<file path="src/rtl/decode_pkg.sv">
// Shared decode constants: one-hot bit indices, MIPS opcode/funct values, queue entry layout.
// Combinational definitions only; no latency or flow control lives here.
// Consumers: insn_onehot_decode (match tables) and decode_queue (entry storage).
package decode_pkg;

    localparam int CODE_W = 54;

    localparam logic [5:0]
        OP_ADD   = 6'd0,  OP_ADDU  = 6'd1,  OP_SUB   = 6'd2,  OP_SUBU  = 6'd3,
        OP_AND   = 6'd4,  OP_OR    = 6'd5,  OP_XOR   = 6'd6,  OP_NOR   = 6'd7,
        OP_SLT   = 6'd8,  OP_SLTU  = 6'd9,  OP_SLL   = 6'd10, OP_SRL   = 6'd11,
        OP_SRA   = 6'd12, OP_SLLV  = 6'd13, OP_SRLV  = 6'd14, OP_SRAV  = 6'd15,
        OP_JR    = 6'd16, OP_ADDI  = 6'd17, OP_ADDIU = 6'd18, OP_ANDI  = 6'd19,
        OP_ORI   = 6'd20, OP_XORI  = 6'd21, OP_LUI   = 6'd22, OP_LW    = 6'd23,
        OP_SW    = 6'd24, OP_BEQ   = 6'd25, OP_BNE   = 6'd26, OP_SLTI  = 6'd27,
        OP_SLTIU = 6'd28, OP_J     = 6'd29, OP_JAL   = 6'd30, OP_CLZ   = 6'd31,
        OP_DIVU  = 6'd32, OP_DIV   = 6'd33, OP_MUL   = 6'd34, OP_MULTU = 6'd35,
        OP_JALR  = 6'd36, OP_BGEZ  = 6'd37, OP_LH    = 6'd38, OP_LB    = 6'd39,
        OP_LBU   = 6'd40, OP_LHU   = 6'd41, OP_SB    = 6'd42, OP_SH    = 6'd43,
        OP_MFC0  = 6'd44, OP_MTC0  = 6'd45, OP_MFHI  = 6'd46, OP_MTHI  = 6'd47,
        OP_MFLO  = 6'd48, OP_MTLO  = 6'd49, OP_ERET  = 6'd50, OP_SYSCALL = 6'd51,
        OP_TEQ   = 6'd52, OP_BREAK = 6'd53;

    localparam logic [5:0] FIRST_EXT_BIT = 6'd31;

    localparam logic [5:0]
        OPC_SPECIAL = 6'h00, OPC_REGIMM = 6'h01, OPC_J     = 6'h02, OPC_JAL   = 6'h03,
        OPC_BEQ     = 6'h04, OPC_BNE    = 6'h05, OPC_ADDI  = 6'h08, OPC_ADDIU = 6'h09,
        OPC_SLTI    = 6'h0A, OPC_SLTIU  = 6'h0B, OPC_ANDI  = 6'h0C, OPC_ORI   = 6'h0D,
        OPC_XORI    = 6'h0E, OPC_LUI    = 6'h0F, OPC_COP0  = 6'h10, OPC_SPECIAL2 = 6'h1C,
        OPC_LB      = 6'h20, OPC_LH     = 6'h21, OPC_LW    = 6'h23, OPC_LBU   = 6'h24,
        OPC_LHU     = 6'h25, OPC_SB     = 6'h28, OPC_SH    = 6'h29, OPC_SW    = 6'h2B;

    localparam logic [5:0]
        F_SLL   = 6'h00, F_SRL   = 6'h02, F_SRA   = 6'h03, F_SLLV  = 6'h04,
        F_SRLV  = 6'h06, F_SRAV  = 6'h07, F_JR    = 6'h08, F_JALR  = 6'h09,
        F_SYSCALL = 6'h0C, F_BREAK = 6'h0D, F_MFHI = 6'h10, F_MTHI = 6'h11,
        F_MFLO  = 6'h12, F_MTLO  = 6'h13, F_MULTU = 6'h19, F_DIV   = 6'h1A,
        F_DIVU  = 6'h1B, F_ADD   = 6'h20, F_ADDU  = 6'h21, F_SUB   = 6'h22,
        F_SUBU  = 6'h23, F_AND   = 6'h24, F_OR    = 6'h25, F_XOR   = 6'h26,
        F_NOR   = 6'h27, F_SLT   = 6'h2A, F_SLTU  = 6'h2B, F_TEQ   = 6'h34;

    localparam logic [5:0] F2_MUL = 6'h02, F2_CLZ = 6'h20, F_ERET = 6'h18;

    localparam logic [10:0] MFC0_HI = 11'b01000000000;
    localparam logic [10:0] MTC0_HI = 11'b01000000100;

    // instr[25:0] covers every extracted field; the opcode is fully captured by code
    typedef struct packed {
        logic [CODE_W-1:0] code;
        logic              illegal;
        logic [25:0]       body;
    } entry_t;

endpackage

</file>
<file path="src/rtl/insn_onehot_decode.sv">
// Purpose: map a MIPS-32 word to a one-hot op code and an illegal flag.
// Latency: purely combinational, zero cycles.
// Backpressure: none; the caller decides when the result is captured.
module insn_onehot_decode
    import decode_pkg::*;
#(
    parameter bit EXT_EN = 1'b1
) (
    input  logic [31:0]       instr,
    output logic [CODE_W-1:0] code,
    output logic              illegal
);

    logic [5:0] opcode;
    logic [5:0] funct;
    logic [5:0] idx;
    logic       hit;
    logic       unused_mid;

    assign opcode     = instr[31:26];
    assign funct      = instr[5:0];
    assign unused_mid = ^instr[20:6];

    always_comb begin
        hit = 1'b1;
        idx = '0;
        case (opcode)
            OPC_SPECIAL: begin
                case (funct)
                    F_ADD:     idx = OP_ADD;
                    F_ADDU:    idx = OP_ADDU;
                    F_SUB:     idx = OP_SUB;
                    F_SUBU:    idx = OP_SUBU;
                    F_AND:     idx = OP_AND;
                    F_OR:      idx = OP_OR;
                    F_XOR:     idx = OP_XOR;
                    F_NOR:     idx = OP_NOR;
                    F_SLT:     idx = OP_SLT;
                    F_SLTU:    idx = OP_SLTU;
                    F_SLL:     idx = OP_SLL;
                    F_SRL:     idx = OP_SRL;
                    F_SRA:     idx = OP_SRA;
                    F_SLLV:    idx = OP_SLLV;
                    F_SRLV:    idx = OP_SRLV;
                    F_SRAV:    idx = OP_SRAV;
                    F_JR:      idx = OP_JR;
                    F_JALR:    idx = OP_JALR;
                    F_DIVU:    idx = OP_DIVU;
                    F_DIV:     idx = OP_DIV;
                    F_MULTU:   idx = OP_MULTU;
                    F_MFHI:    idx = OP_MFHI;
                    F_MTHI:    idx = OP_MTHI;
                    F_MFLO:    idx = OP_MFLO;
                    F_MTLO:    idx = OP_MTLO;
                    F_SYSCALL: idx = OP_SYSCALL;
                    F_TEQ:     idx = OP_TEQ;
                    F_BREAK:   idx = OP_BREAK;
                    default:   hit = 1'b0;
                endcase
            end
            OPC_SPECIAL2: begin
                case (funct)
                    F2_CLZ:  idx = OP_CLZ;
                    F2_MUL:  idx = OP_MUL;
                    default: hit = 1'b0;
                endcase
            end
            // mfc0/mtc0 own their rs field, so they must win before the eret funct check
            OPC_COP0: begin
                if (instr[31:21] == MFC0_HI)
                    idx = OP_MFC0;
                else if (instr[31:21] == MTC0_HI)
                    idx = OP_MTC0;
                else if (instr[25] && funct == F_ERET)
                    idx = OP_ERET;
                else
                    hit = 1'b0;
            end
            OPC_REGIMM: idx = OP_BGEZ;
            OPC_ADDI:   idx = OP_ADDI;
            OPC_ADDIU:  idx = OP_ADDIU;
            OPC_ANDI:   idx = OP_ANDI;
            OPC_ORI:    idx = OP_ORI;
            OPC_XORI:   idx = OP_XORI;
            OPC_LUI:    idx = OP_LUI;
            OPC_LW:     idx = OP_LW;
            OPC_SW:     idx = OP_SW;
            OPC_BEQ:    idx = OP_BEQ;
            OPC_BNE:    idx = OP_BNE;
            OPC_SLTI:   idx = OP_SLTI;
            OPC_SLTIU:  idx = OP_SLTIU;
            OPC_J:      idx = OP_J;
            OPC_JAL:    idx = OP_JAL;
            OPC_LH:     idx = OP_LH;
            OPC_LB:     idx = OP_LB;
            OPC_LBU:    idx = OP_LBU;
            OPC_LHU:    idx = OP_LHU;
            OPC_SB:     idx = OP_SB;
            OPC_SH:     idx = OP_SH;
            default:    hit = 1'b0;
        endcase
    end

    always_comb begin
        illegal = !hit || (!EXT_EN && (idx >= FIRST_EXT_BIT));
        code    = '0;
        if (!illegal)
            code = {{(CODE_W-1){1'b0}}, 1'b1} << idx;
    end

endmodule

</file>
<file path="src/rtl/decode_queue.sv">
// Purpose: decode fetched instructions and buffer them for the control unit.
// Latency: 1 cycle from push to head when empty.
// Backpressure: in_ready = not full from registered count; flush discards all entries.
module decode_queue
    import decode_pkg::*;
#(
    parameter int DEPTH  = 2,
    parameter int PC_W   = 32,
    parameter bit EXT_EN = 1'b1
) (
    input  logic                   clk,
    input  logic                   rst_n,
    input  logic                   flush,
    input  logic                   in_valid,
    output logic                   in_ready,
    input  logic [31:0]            in_instr,
    input  logic [PC_W-1:0]        in_pc,
    output logic                   out_valid,
    input  logic                   out_ready,
    output logic [CODE_W-1:0]      out_code,
    output logic                   out_illegal,
    output logic [PC_W-1:0]        out_pc,
    output logic [4:0]             out_rs,
    output logic [4:0]             out_rt,
    output logic [4:0]             out_rd,
    output logic [4:0]             out_shamt,
    output logic [15:0]            out_imm,
    output logic [$clog2(DEPTH):0] count
);

    localparam int AW = $clog2(DEPTH);
    localparam logic [AW:0] FULL_CNT = (AW+1)'(DEPTH);

    logic [CODE_W-1:0] dec_code;
    logic              dec_illegal;
    entry_t            mem    [DEPTH];
    logic [PC_W-1:0]   pc_mem [DEPTH];
    logic [AW-1:0]     wr_ptr;
    logic [AW-1:0]     rd_ptr;
    logic              push;
    logic              pop;
    entry_t            head;

    insn_onehot_decode #(.EXT_EN(EXT_EN)) u_dec (
        .instr   (in_instr),
        .code    (dec_code),
        .illegal (dec_illegal)
    );

    assign in_ready  = (count < FULL_CNT);
    assign out_valid = (count != '0);
    assign push      = in_valid & in_ready & ~flush;
    assign pop       = out_valid & out_ready & ~flush;

    always_ff @(posedge clk or negedge rst_n) begin
        if (!rst_n) begin
            count  <= '0;
            wr_ptr <= '0;
            rd_ptr <= '0;
        end else if (flush) begin
            count  <= '0;
            wr_ptr <= '0;
            rd_ptr <= '0;
        end else begin
            if (push)
                wr_ptr <= wr_ptr + AW'(1);
            if (pop)
                rd_ptr <= rd_ptr + AW'(1);
            case ({push, pop})
                2'b10:   count <= count + (AW+1)'(1);
                2'b01:   count <= count - (AW+1)'(1);
                default: count <= count;
            endcase
        end
    end

    // Payload needs no reset: everything read from it is masked while empty
    always_ff @(posedge clk) begin
        if (push) begin
            mem[wr_ptr]    <= '{code: dec_code, illegal: dec_illegal, body: in_instr[25:0]};
            pc_mem[wr_ptr] <= in_pc;
        end
    end

    assign head = mem[rd_ptr];

    always_comb begin
        out_code    = '0;
        out_illegal = 1'b0;
        out_pc      = '0;
        out_rs      = '0;
        out_rt      = '0;
        out_rd      = '0;
        out_shamt   = '0;
        out_imm     = '0;
        if (out_valid) begin
            out_code    = head.code;
            out_illegal = head.illegal;
            out_pc      = pc_mem[rd_ptr];
            out_rs      = head.body[25:21];
            out_rt      = head.body[20:16];
            out_rd      = head.body[15:11];
            out_shamt   = head.body[10:6];
            out_imm     = head.body[15:0];
        end
    end

endmodule

</file>
<file path="config.mk">
export PLATFORM = sky130hd
export DESIGN_NAME = decode_queue
export DESIGN_NICKNAME = d
export VERILOG_FILES = /design/src/rtl/decode_pkg.sv /design/src/rtl/insn_onehot_decode.sv /design/src/rtl/decode_queue.sv
export SDC_FILE = /design/constraint.sdc
export NUM_CORES = 1
export LEC_CHECK = 0
export BUFFER_PORTS_ARGS = -buffer_cell sky130_fd_sc_hd__buf_2
export CORE_UTILIZATION = 40
export CTS_CLUSTER_DIAMETER = 60
export DETAILED_ROUTE_END_ITERATION = 16
export PLACE_DENSITY = 0.66
export SYNTH_ARGS = -nofsm -noshare
export SYNTH_HDL_FRONTEND = slang
export SYNTH_SLANG_ARGS = --single-unit
</file>
<file path="constraint.sdc">
create_clock -name clk -period 9.5 [get_ports clk]
set_input_delay 0 -clock clk [delete_from_list [all_inputs] [get_ports clk]]
set_output_delay 0 -clock clk [all_outputs]
set_load 0.05 [all_outputs]
</file>
# Yosys cells after proc, flatten, opt, wreduce, memory -nomap -nowiden

Memory sizes are Yosys's and may differ from the RTL's.
Cells that the tools add are included.

Register bits after elaboration: 4
Memory bits (writable): 226
Input bits: 69
Logic and storage cells: 111
Memories: 2

Add/sub/neg operators: 4
Magnitude comparators: 1
Eq/ne operators: 55
Shift-type cells: 1
Muxes and demuxes: 29
Bitwise operators: 5
Reductions and logical operators: 11

Memories:

| name   | depth | bits a word | rd ports | clocked after memory_dff | wr ports | RTL line           | source |
|---|---|---|---|---|---|---|---|
| mem    | 2     | 81          | 1        | 0                        | 1        | decode_queue.sv:36 | `entry_t mem [DEPTH];` |
| pc_mem | 2     | 32          | 1        | 0                        | 1        | decode_queue.sv:37 | `logic [PC_W-1:0] pc_mem [DEPTH];` |

Operators with widths:

| kind                 | number |
|---|---|
| $pmux 6 s27          | 1 |
| $pmux 6 s24          | 1 |
| $eq 6x6->1 const B   | 19 |
| $mux 54              | 2 |
| $eq 6x4->1 const B   | 12 |
| $eq 6x5->1 const B   | 10 |
| $shl 1x6->54 const A | 1 |
| $mux 32              | 1 |
| $eq 6x3->1 const B   | 5 |
| $reduce_or 28->1     | 1 |
| $eq 6x2->1 const B   | 4 |
| $eq 11x10->1 const B | 2 |
| $reduce_or 21->1     | 1 |
| $mux 5               | 4 |
| $mux 6               | 3 |
| $mux 16              | 1 |
| $logic_not 6->1      | 2 |
| $mux 1               | 12 |
| $pmux 6 s2           | 1 |
| $eq 6x1->1 const B   | 1 |
| $reduce_bool 2->1    | 3 |
| $and 1x1->1          | 4 |
| $pmux 1 s4           | 1 |
| $pmux 2 s2           | 1 |
| other kinds (12)     | 13 |

# Longest topological paths before layout

Gate-level depths: netlist (run 1).

Depth after elaboration: 8
Depth in mapped cells: 9
Mapped depth without buffers: 7

# Hierarchy

A second synthesis (run 1) with hierarchy kept.

Cell total of the unflattened synthesis: 767
Area total of the unflattened synthesis: 10500.1 um2

By module, submodules not included:

| module             | instances | cells each | area an instance (um2) |
|---|---|---|---|
| decode_queue       | 1         | 511        | 8874.8 |
| insn_onehot_decode | 1         | 256        | 1625.3 |

# Worst setup path before layout (run 1)

Ideal clock, no wire load.

Path type: register -> register
Start point: reg count[1]
End point: mem mem[1][0] (netlist name) (enable)
Arrival: 9.462 ns
Required time: 8.753 ns
Setup slack: -0.708 ns
Cell stages (with the launch flop): 4
Clock period less this slack: 10.208 ns
Cells stage by stage: dfrtp_1 -> inv_1 -> nand2_1 -> nor3b_1

Longest elaborated chain between the ends: 5

Ends and longest elaborated chain:

| element                      | RTL line           | source |
|---|---|---|
| start, declared              | decode_queue.sv:28 | `output logic [$clog2(DEPTH):0] count` |
| start signal, assigned       | decode_queue.sv:70 | `2'b10: count <= count + (AW+1)'(1);` |
| start signal, assigned       | decode_queue.sv:71 | `2'b01: count <= count - (AW+1)'(1);` |
| start signal, assigned       | decode_queue.sv:72 | `default: count <= count;` |
| $lt 2x2->1                   | decode_queue.sv:50 | `assign in_ready = (count < FULL_CNT);` |
| named net in_ready           | decode_queue.sv:15 | `output logic in_ready,` |
| $and 1x1->1 (2 in a row)     | decode_queue.sv:52 | `assign push = in_valid & in_ready & ~flush;` |
| $mux 1                       | decode_queue.sv:79 | `if (push) begin` |
| $mux 1 (implied by the code) | decode_queue.sv:80 | `mem[wr_ptr] <= '{code: dec_code, illegal: dec_illegal, body: in_instr[25:0]};` |
| end, declared                | decode_queue.sv:36 |  |

The timed path passes the listed nets, and every way through them passes these cells.

# Worst setup path in the final report (run 1)

Start point: reg rd_ptr
End point: out out_code[51]

Longest elaborated chain between the ends: 2

Ends and longest elaborated chain:

| element                | RTL line           | source |
|---|---|---|
| start, declared        | decode_queue.sv:39 | `logic [AW-1:0] rd_ptr;` |
| start signal, assigned | decode_queue.sv:68 | `rd_ptr <= rd_ptr + AW'(1);` |
| $mem_v2 2x81           | -                  |  |
| $mux 54                | decode_queue.sv:96 | `if (out_valid) begin` |
| end, declared          | decode_queue.sv:20 | `output logic [CODE_W-1:0] out_code,` |

Every way passes these cells.

==> results.yml, run 1 <==
outcome:
  run_status: "finished clean"
yosys:
  yosysWarnings: 0
  synth_fa_ha_area_frac: 0.000967
  synth_simple_gate_area_frac: 0.134
  syn_area_per_cell_um2: 13.5
  syn-cell-area_mm2: 0.0104
  yosysSeqAreaShare: 0.665
  synth_seq_cells: 230
  synth_xor_area_frac: 0.00508
  synth_compound_area_frac: 0.0485
  synthMuxAreaShare: 0.111
  ys_types: 72
  synth_top_family_by_area: "simple AND/OR/NAND/NOR gates"
  yosys_most_used_dff: "edfxtp_1"
  syn_inst: 765
  synth_edf_count: 226
  async_reset_ff_frac: 0.0174
  syn_nets: 834
pwr:
  power.switching_mw: 0.665
  ir_worst_vdd_uv: 152
  p_comb_frac: 0.151
  leakage_nw: 4.71
  p_seq_frac: 0.473
  p_per_area_mw_per_mm2: 191
  p_sw_frac: 0.269
  internal_power_mw: 1.81
  clkPwrFrac: 0.376
timing:
  setup_violations: 0
  worstMarginPinSlew_ps: 912
  clock_skew_ps: 13.4
  tns_ps: 0
  finalHoldViolations: 0
  post-route-min-period_ps: 2860
  slew_headroom: 0.392
  max_freq_mhz: 349
  period_share: 0.301
  rsz0062_at_grt: "false"
  slew_violations: 0
placement:
  io_buffer_count: 195
  place_area_mm2: 0.0115
  dpl.hpwl_um: 14800
  gp_congestion: 0.854
setup_path:
  r2r_end: "mem[1][61]$_DFFE_PP_"
  regToRegStartpoint: "count[1]$_DFFE_PN0P_"
  rrSetupSlack_ps: 6770
  worstSetupStartpointType: "flop"
  cp.arrival_ps: 2860
  cp.required_ps: 9500
  end_kind: "output pin"
  cp_max_fo: 46
  crit_type: "flop to output pin"
  rr_worst_depth: 5
clocking:
  cts_resized: 0
  cts_inserted_buffers: 26
  clk_pin_slew_worst_paths_ps: 60
  cts_tree: "yes"
  post-cts-setup-buffers: 0
  numClockSinks: 230
  clk_latency_ps: 530
  cts_max_level: 1
  root_buffer: "clkbuf_16"
  clk_path_buf_depth: 3
grt:
  antenna_found_initial: 0
  grt_overflow: 0
  grt_usage: 0.172
  grt_max_degree: 69
  grt_pass1_vias: 6615
  grt_first_pass_wirelength_um: 35600
min_path:
  hp-start: "in_instr[29]"
  min_path_type: "input port to flop"
  hold_depth: 3
  holdPathEnd: "mem[1][44]$_DFFE_PP_"
floorplanning:
  core-area_mm2: 0.0253
  ios: 196
  start_util: 0.410
  die_h_um: 163
  dieArea_mm2: 0.0265
  die_w_um: 163
  rows: 58
final_layout:
  diodes: 0
  layout-drive-gt1-share: 0.261
  multi_input_area_mm2: 0.00313
  nFillCells: 2168
  final_nets: 1069
  fin_area_mm2: 0.0130
  syn_to_final_growth_pct: 25.3
  regArea_mm2: 0.00689
routing:
  postRouteAntennaNets: 0
  drc_errors: 0
  num_vias: 6883
  vias_per_cell: 5.10
  wl_per_cell_um: 17.2
  drtPass1Iterations: 4
  drt-initial-drc-count: 402
  routed_wirelength_um: 23200
job:
  cap_violations: 0
[critical path, stage by stage, from the launching register on]
cell and delay (ps):
dfrtp_4 850, buf_4 750, mux2i_1 360, nor2_1 60, buf_2 230
[through the flow]
stage	power, mW	cells	hold WS, ps	utilization	setup slack (ps)
2_1_floorplan	1.47	765	-296	-	3280
3_3_place_gp	1.55	1237	-189	0.456	6710
3_5_place_dp	1.55	1237	-180	0.456	6700
4_1_cts	2.50	1350	90.9	0.514	6580
5_1_grt	2.56	1350	146	0.514	6470
6_report	2.48	1350	126	0.514	6640
[Yosys cell counts, drive strengths merged, types with 2 or more instances]
cell type    n  share of area
or4          2         0.0022
o22a         2         0.0017
o21bai       2         0.0014
nor3b        7         0.0056
xnor2        2         0.0017
and3         2         0.0017
edfxtp     226           0.66
or2          4         0.0024
or3          3         0.0023
o32a         2         0.0019
and2b        2         0.0014
a21o         3         0.0022
a21oi       14         0.0068
o311ai       3         0.0033
buf         38          0.022
a31oi        2         0.0012
o311a        2         0.0021
nand2       15         0.0057
nand4        3         0.0018
and2         2         0.0012
clkbuf      23         0.0083
nor2       153          0.056
o211ai       6         0.0044
mux2i      115           0.11
and3b        2         0.0017
nor4        12          0.011
o21ai       10         0.0048
nor3        23          0.012
a32oi        2         0.0017
o221ai       2         0.0017
inv         12         0.0044
dfrtp        4         0.0097
nor4b        7         0.0077
xor2         4         0.0034
o22ai        2         0.0012
nand2b       8         0.0048
o2111ai      4         0.0040
nand3       13         0.0063
a211oi       3         0.0027
nor2b       10         0.0060
[power by group through the flow]
stage | logic, mW | clock network, mW | registers [mW]
3_3_place_gp | 0.355 | 0 | 1.19
6_report | 0.375 | 0.931 | 1.17
5_1_grt | 0.402 | 0.987 | 1.18
3_5_place_dp | 0.357 | 0 | 1.19
2_1_floorplan | 0.275 | 0 | 1.19
4_1_cts | 0.379 | 0.952 | 1.17
[cell type report]
cell class,instances,area share
Clock buffer,41,0.0583
Clock inverter,7,0.00405
Inverter,12,0.00347
Multi-Input combinational cell,462,0.241
Sequential cell,230,0.531
Tap cell,330,0.0318
Timing Repair Buffer,268,0.130
[sequential cells by signal, summed over array words and instances (netlist names)]
signal and flops:
rd_ptr 1, count 2, mem 162, wr_ptr 1, pc_mem 64
[layer usage]
layer  wire length [um]  global-route usage
met4                559              0.0480
met5                  0                   0
met2              11300               0.296
met1              10200               0.224
met3               1160              0.0293
[timing repair]
item	in CTS	in global routing
setup endpoints to repair	0	0
hold endpoints to repair	132	0
hold buffers	65	0
[cell families (layout without fill, tap and decap cells)]
logic type | after synthesis | count (layout)
flops | 230 | 230
compound gates | 67 | 67
fa+ha+maj | 1 | 1
simple gates | 273 | 273
xor+xnor | 6 | 6
mux | 115 | 115
buf+inv | 73 | 328
[worst max path at each step]
| stage | startpoint | end | depth (start not counted) |
|---|---|---|---|
| floorplan | count[1]$_DFFE_PN0P_ | mem[1][0]$_DFFE_PP_ | 3 |
| global placement | count[1]$_DFFE_PN0P_ | mem[1][73]$_DFFE_PP_ | 5 |
| detailed placement | count[1]$_DFFE_PN0P_ | mem[1][73]$_DFFE_PP_ | 5 |
| CTS | rd_ptr$_DFFE_PN0P_ | out_code[23] | 4 |
| global route | rd_ptr$_DFFE_PN0P_ | out_code[51] | 4 |
| finish | rd_ptr$_DFFE_PN0P_ | out_code[51] | 4 |
[cells in the final DEF (no fill, tap or decap), types with 9 or more instances in the layout]
| cell | synthesis | routed |
|---|---|---|
| edfxtp_1 | 226 | 226 |
| clkbuf_1 | 23 | 10 |
| nor2b_1 | 10 | 10 |
| inv_1 | 11 | 11 |
| o21ai_0 | 9 | 9 |
| nor3_1 | 22 | 21 |
| nand2_1 | 14 | 14 |
| nor2_1 | 152 | 151 |
| nand3_1 | 13 | 13 |
| dlygate4sd3_1 | 0 | 65 |
| a21oi_1 | 14 | 14 |
| mux2i_1 | 115 | 115 |
| clkbuf_16 | 0 | 26 |
| buf_2 | 18 | 195 |
Note: power is estimated with default switching activity, not from simulation.
==> run 2: changes to the inputs <==
ABC_AREA = 1   (was not set)
clock period = 2.5 ns   (was 9.5 ns; I/O delays follow)
==> results.yml, run 2 <==
outcome:
  run_status: "finished clean"
min_path:
  holdPathEnd: "mem[0][11]$_DFFE_PP_"
  hp-start: "in_instr[11]"
  min_path_type: "input port to flop"
  hold_depth: 2
yosys:
  syn_area_per_cell_um2: 10.7
  synth_most_common_cell: "nand2_1"
  synth_area_leaders: "edfxtp_1 66%, nand2_1 11%, a21oi_1 5.6%"
  yosys.area.top_type: "edfxtp_1"
  async_reset_ff_frac: 0.0174
  yosysWarnings: 0
  synth_common_cells: "303 x nand2_1, 226 x edfxtp_1, 115 x a21oi_1"
  syn-cell-area_mm2: 0.0103
  ys_types: 30
  yosys_most_used_dff: "edfxtp_1"
  synth_edf_count: 226
  yosysSeqAreaShare: 0.672
  syn_inst: 957
  syn_nets: 1026
  yosysTopAreaCellShare: 0.662
  synth_seq_cells: 230
routing:
  drt-initial-drc-count: 787
  routed_wirelength_um: 25900
  drc_errors: 0
  num_vias: 7794
  wl_per_cell_um: 16.6
  vias_per_cell: 4.98
  drtPass1Iterations: 5
  postRouteAntennaNets: 0
final_layout:
  diodes: 0
  final_nets: 1283
  top_register: "mem"
  nFillCells: 2192
  final_util: 0.524
  largest_reg_flops: 162
  syn_to_final_growth_pct: 28.8
  layout-drive-gt1-share: 0.255
  final_common_cell: "nand2_1"
  top_regs: "mem (162), pc_mem (64), count (2)"
  layout_common_cells: "303 x nand2_1, 226 x edfxtp_1, 195 x buf_2, 115 x a21oi_1, 74 x dlygate4sd3_1"
timing:
  slew_violations: 0
  worstMarginPinSlew_ps: 575
  clock_skew_ps: 9.36
  post-route-min-period_ps: 2360
  rsz0062_at_grt: "false"
  finalHoldViolations: 0
  fin_hold_ws_ps: 196
  setup_violations: 0
  slew_headroom: 0.617
  period_share: 0.945
  max_freq_mhz: 423
setup_path:
  crit_cells: 8
  cp.required_ps: 2910
  regToRegStartpoint: "count[1]$_DFFE_PN0P_"
  worst-path-buf-inv: 3
  crit_chain: "clkinvlp_4 -> a21oi_1 -> dlygate4sd3_1 -> nand2_1 -> nand3_1 -> o21a_1 -> o22ai_1 -> dlygate4sd3_1"
  end_kind: "flop"
  crit_family: "buffers and inverters"
  worstSetupStartpointType: "flop"
  crit_type: "flop to flop"
  cp.arrival_ps: 2770
  rrSetupSlack_ps: 140
  r2r_end: "count[1]$_DFFE_PN0P_"
  max_stage_delay_ps: 600
  crit_slowest_cell: "dlygate4sd3_1"
  cp_max_fo: 5
  path_common_cell: "dlygate4sd3_1"
  rr_worst_depth: 8
floorplanning:
  dieArea_mm2: 0.0263
  die_h_um: 162
  die_w_um: 162
  start_util: 0.407
  ios: 196
  rows: 58
  core-area_mm2: 0.0252
clocking:
  root_buffer: "clkbuf_16"
  clk_latency_ps: 530
  cts_max_level: 1
  numClockSinks: 230
  clk_pin_slew_worst_paths_ps: 60
  clk_path_buf_depth: 3
  cts_tree: "yes"
  cts_inserted_buffers: 27
pwr:
  p_per_area_mw_per_mm2: 1000
  leakage_nw: 5.41
  power.total_mw: 13.2
  ir_worst_vdd_uv: 710
grt:
  grt_max_degree: 114
  antenna_found_initial: 0
  grt_usage: 0.194
  grt_overflow: 0
  grt_pass1_vias: 7440
  grt_first_pass_wirelength_um: 39700
placement:
  io_buffer_count: 195
  gp_congestion: 0.905
  dpl.hpwl_um: 15900
job:
  cap_violations: 0
[run 2: layout make-up]
type	count	area (um^2)	area share
tap	330	413	0.0313
timing repair buffer	282	1900	0.144
clock buffer	32	694	0.0526
clock inverter	17	180	0.0136
multi-input combinational	625	2940	0.222
sequential	230	6890	0.522
inverter	48	185	0.0140
[run 2: worst max path at each step]
stage	startpoint	end	slack (ps)
floorplan	count[1]$_DFFE_PN0P_	mem[0][0]$_DFFE_PP_	-570
global placement	in_instr[1]	mem[0][30]$_DFFE_PP_	440
detailed placement	in_instr[1]	mem[1][30]$_DFFE_PP_	380
CTS	count[1]$_DFFE_PN0P_	count[1]$_DFFE_PN0P_	130
global route	count[1]$_DFFE_PN0P_	count[1]$_DFFE_PN0P_	7
finish	count[1]$_DFFE_PN0P_	count[1]$_DFFE_PN0P_	140
[run 2: logic make-up (layout without fill, tap and decap cells)]
kind of cell / after synthesis / after routing / synth area share
compound gates: 125 / 125 / 0.0626
simple gates: 500 / 500 / 0.221
buf+inv: 102 / 379 / 0.0452
flops: 230 / 230 / 0.672
[run 2: report_power, final]
| part | switching [mW] | internal, mW |
|---|---|---|
| clock | 1.53 | 2.30 |
| sequential | 0.0812 | 4.54 |
| combinational | 3.80 | 0.973 |
[run 2: metrics by stage]
step | setup TNS (ps) | instance area [um^2] | std cells | setup WS (ps)
6_report | 0 | 13200 | 1564 | 137
5_1_grt | 0 | 13200 | 1564 | 7.26
4_1_cts | 0 | 13200 | 1562 | 130
3_5_place_dp | 0 | 11600 | 1439 | 376
3_3_place_gp | 0 | 11600 | 1439 | 444
2_1_floorplan | -126780 | 10300 | 957 | -571
[run 2: timing repair]
item / CTS / global route
endpoints found under the hold margin: 164 / 0
endpoints found under the setup margin: 0 / 1
gates resized for setup: 0 / 0
setup buffers: 0 / 2
hold buffers: 74 / 0
[run 2: per-layer routing]
layer / wire (um) / track usage / vias up
met5: 0 / 0 / -
met4: 608 / 0.0527 / 0
met3: 1370 / 0.0301 / 47
met2: 13000 / 0.334 / 273
met1: 11000 / 0.252 / 3681
li1: - / - / 3793
==> run 3: changes to the inputs <==
CELL_PAD_IN_SITES_DETAIL_PLACEMENT = 1   (was not set)
CELL_PAD_IN_SITES_GLOBAL_PLACEMENT = 1   (was not set)
CORE_UTILIZATION = 39   (was 40)
PLACE_DENSITY = 0.79   (was 0.66)
==> results.yml, run 3 (same netlist as run 2, synthesis figures left out) <==
setup_path:
  cp_max_fo: 46
  startpoint: "rd_ptr$_DFFE_PN0P_"
  end_kind: "output pin"
  endpoint: "out_shamt[1]"
  rr_worst_depth: 9
  crit_type: "flop to output pin"
  regToRegStartpoint: "count[1]$_DFFE_PN0P_"
  r2r_end: "count[0]$_DFFE_PN0P_"
  rrSetupSlack_ps: 350
  cp.arrival_ps: 2280
  cp.required_ps: 2500
  worstSetupStartpointType: "flop"
final_layout:
  final_nets: 1276
  layout_common_cells: "303 x nand2_1, 226 x edfxtp_1, 195 x buf_2, 115 x a21oi_1, 70 x dlygate4sd3_1"
  largest_reg_flops: 162
  top_register: "mem"
  layout-drive-gt1-share: 0.251
  finalNonFillerCells: 1557
  final_common_cell: "nand2_1"
  syn_to_final_growth_pct: 27.9
  diodes: 0
  top_regs: "mem (162), pc_mem (64), count (2)"
clocking:
  cts_inserted_buffers: 27
  cts_max_level: 1
  clk_path_buf_depth: 3
  post-cts-setup-buffers: 0
  numClockSinks: 230
  cts_resized: 0
  hold_buffers: 70
  clk_pin_slew_worst_paths_ps: 60
  root_buffer: "clkbuf_16"
  cts_tree: "yes"
  clk_latency_ps: 520
timing:
  rsz0062_at_grt: "false"
  max_freq_mhz: 438
  tns_ps: 0
  slew_violations: 0
  setup_violations: 0
  post-route-min-period_ps: 2280
  period_share: 0.914
  clock_skew_ps: 14.6
  setup_ws_ps: 215
  finalHoldViolations: 0
  slew_headroom: 0.571
  worstMarginPinSlew_ps: 643
routing:
  routed_wirelength_um: 29400
  drt-initial-drc-count: 474
  postRouteAntennaNets: 0
  wl_per_cell_um: 18.9
  drtPass1Iterations: 4
  vias_per_cell: 5.10
  num_vias: 7938
  drc_errors: 0
grt:
  grt_first_pass_wirelength_um: 45100
  antenna_found_initial: 0
  grt_overflow: 0
  grt_usage: 0.217
  grt_pass1_vias: 8263
  grt_max_degree: 114
floorplanning:
  start_util: 0.402
  die_h_um: 164
  rows: 58
  ios: 196
  die_w_um: 164
  dieArea_mm2: 0.0269
  core-area_mm2: 0.0255
pwr:
  internal_power_mw: 7.68
  ir_worst_vdd_uv: 661
  p_seq_frac: 0.353
  p_sw_frac: 0.414
  power.total_mw: 13.1
  leakage_nw: 5.36
  clkPwrFrac: 0.280
  p_per_area_mw_per_mm2: 999
  power.switching_mw: 5.43
  p_comb_frac: 0.366
placement:
  pre_cts_ws_ps: 348
  gp_congestion: 0.897
  dp.cells: 1438
  io_buffer_count: 195
  dpl.hpwl_um: 18800
outcome:
  run_status: "finished clean"
min_path:
  min_path_type: "input port to flop"
job:
  cap_violations: 0
## run 3: final cells by class
class | count | area [um^2]
clock buffer | 38 | 747
tap | 330 | 413
clock inverter | 11 | 88.8
multi-input combinational | 625 | 2940
fill | 2829 | 12400
sequential | 230 | 6890
timing repair buffer | 275 | 1850
inverter | 48 | 185
## run 3: worst min path at each step
stage                           endpoint  depth (start not counted)    startpoint
floorplan           count[0]$_DFFE_PN0P_                          0         rst_n
global placement    count[0]$_DFFE_PN0P_                          1         rst_n
detailed placement  count[0]$_DFFE_PN0P_                          1         rst_n
CTS                 mem[0][65]$_DFFE_PP_                          4  in_instr[30]
global route        mem[0][68]$_DFFE_PP_                          4  in_instr[30]
finish              mem[1][68]$_DFFE_PP_                          4  in_instr[30]
## run 3: critical path, stage by stage (launching register included)
cell and delay (ps):
dfrtp_4 490, clkinv_2 320, buf_12 280, nand2_1 80
a21oi_1 240, buf_2 320
## run 3: stage by stage
stage / cell area (um^2) / hold slack (ps) / util
final: 13100 / 25.0 / 0.515
after global routing: 13100 / 45.7 / 0.515
after detailed placement: 11600 / -185 / 0.455
after CTS: 13100 / 3.92 / 0.515
after floorplan: 10300 / -296 / -
after global placement: 11600 / -188 / 0.455
## run 3: power groups by stage
stage / Sequential [mW] / Clock [mW] / Combinational [mW]
floorplan: 4.73 / 0 / 3.49
global placement: 4.69 / 0 / 4.67
detailed placement: 4.71 / 0 / 4.72
CTS: 4.63 / 3.77 / 4.82
global route: 4.65 / 3.92 / 5.07
finish: 4.63 / 3.67 / 4.80
## run 3: layer usage
layer / vias up / share of wire / GRT usage
met3: 46 / 0.051 / 0.0351
met5: - / 0 / 0
li1: 3779 / - / -
met2: 188 / 0.51 / 0.394
met1: 3925 / 0.42 / 0.267
met4: 0 / 0.023 / 0.0560
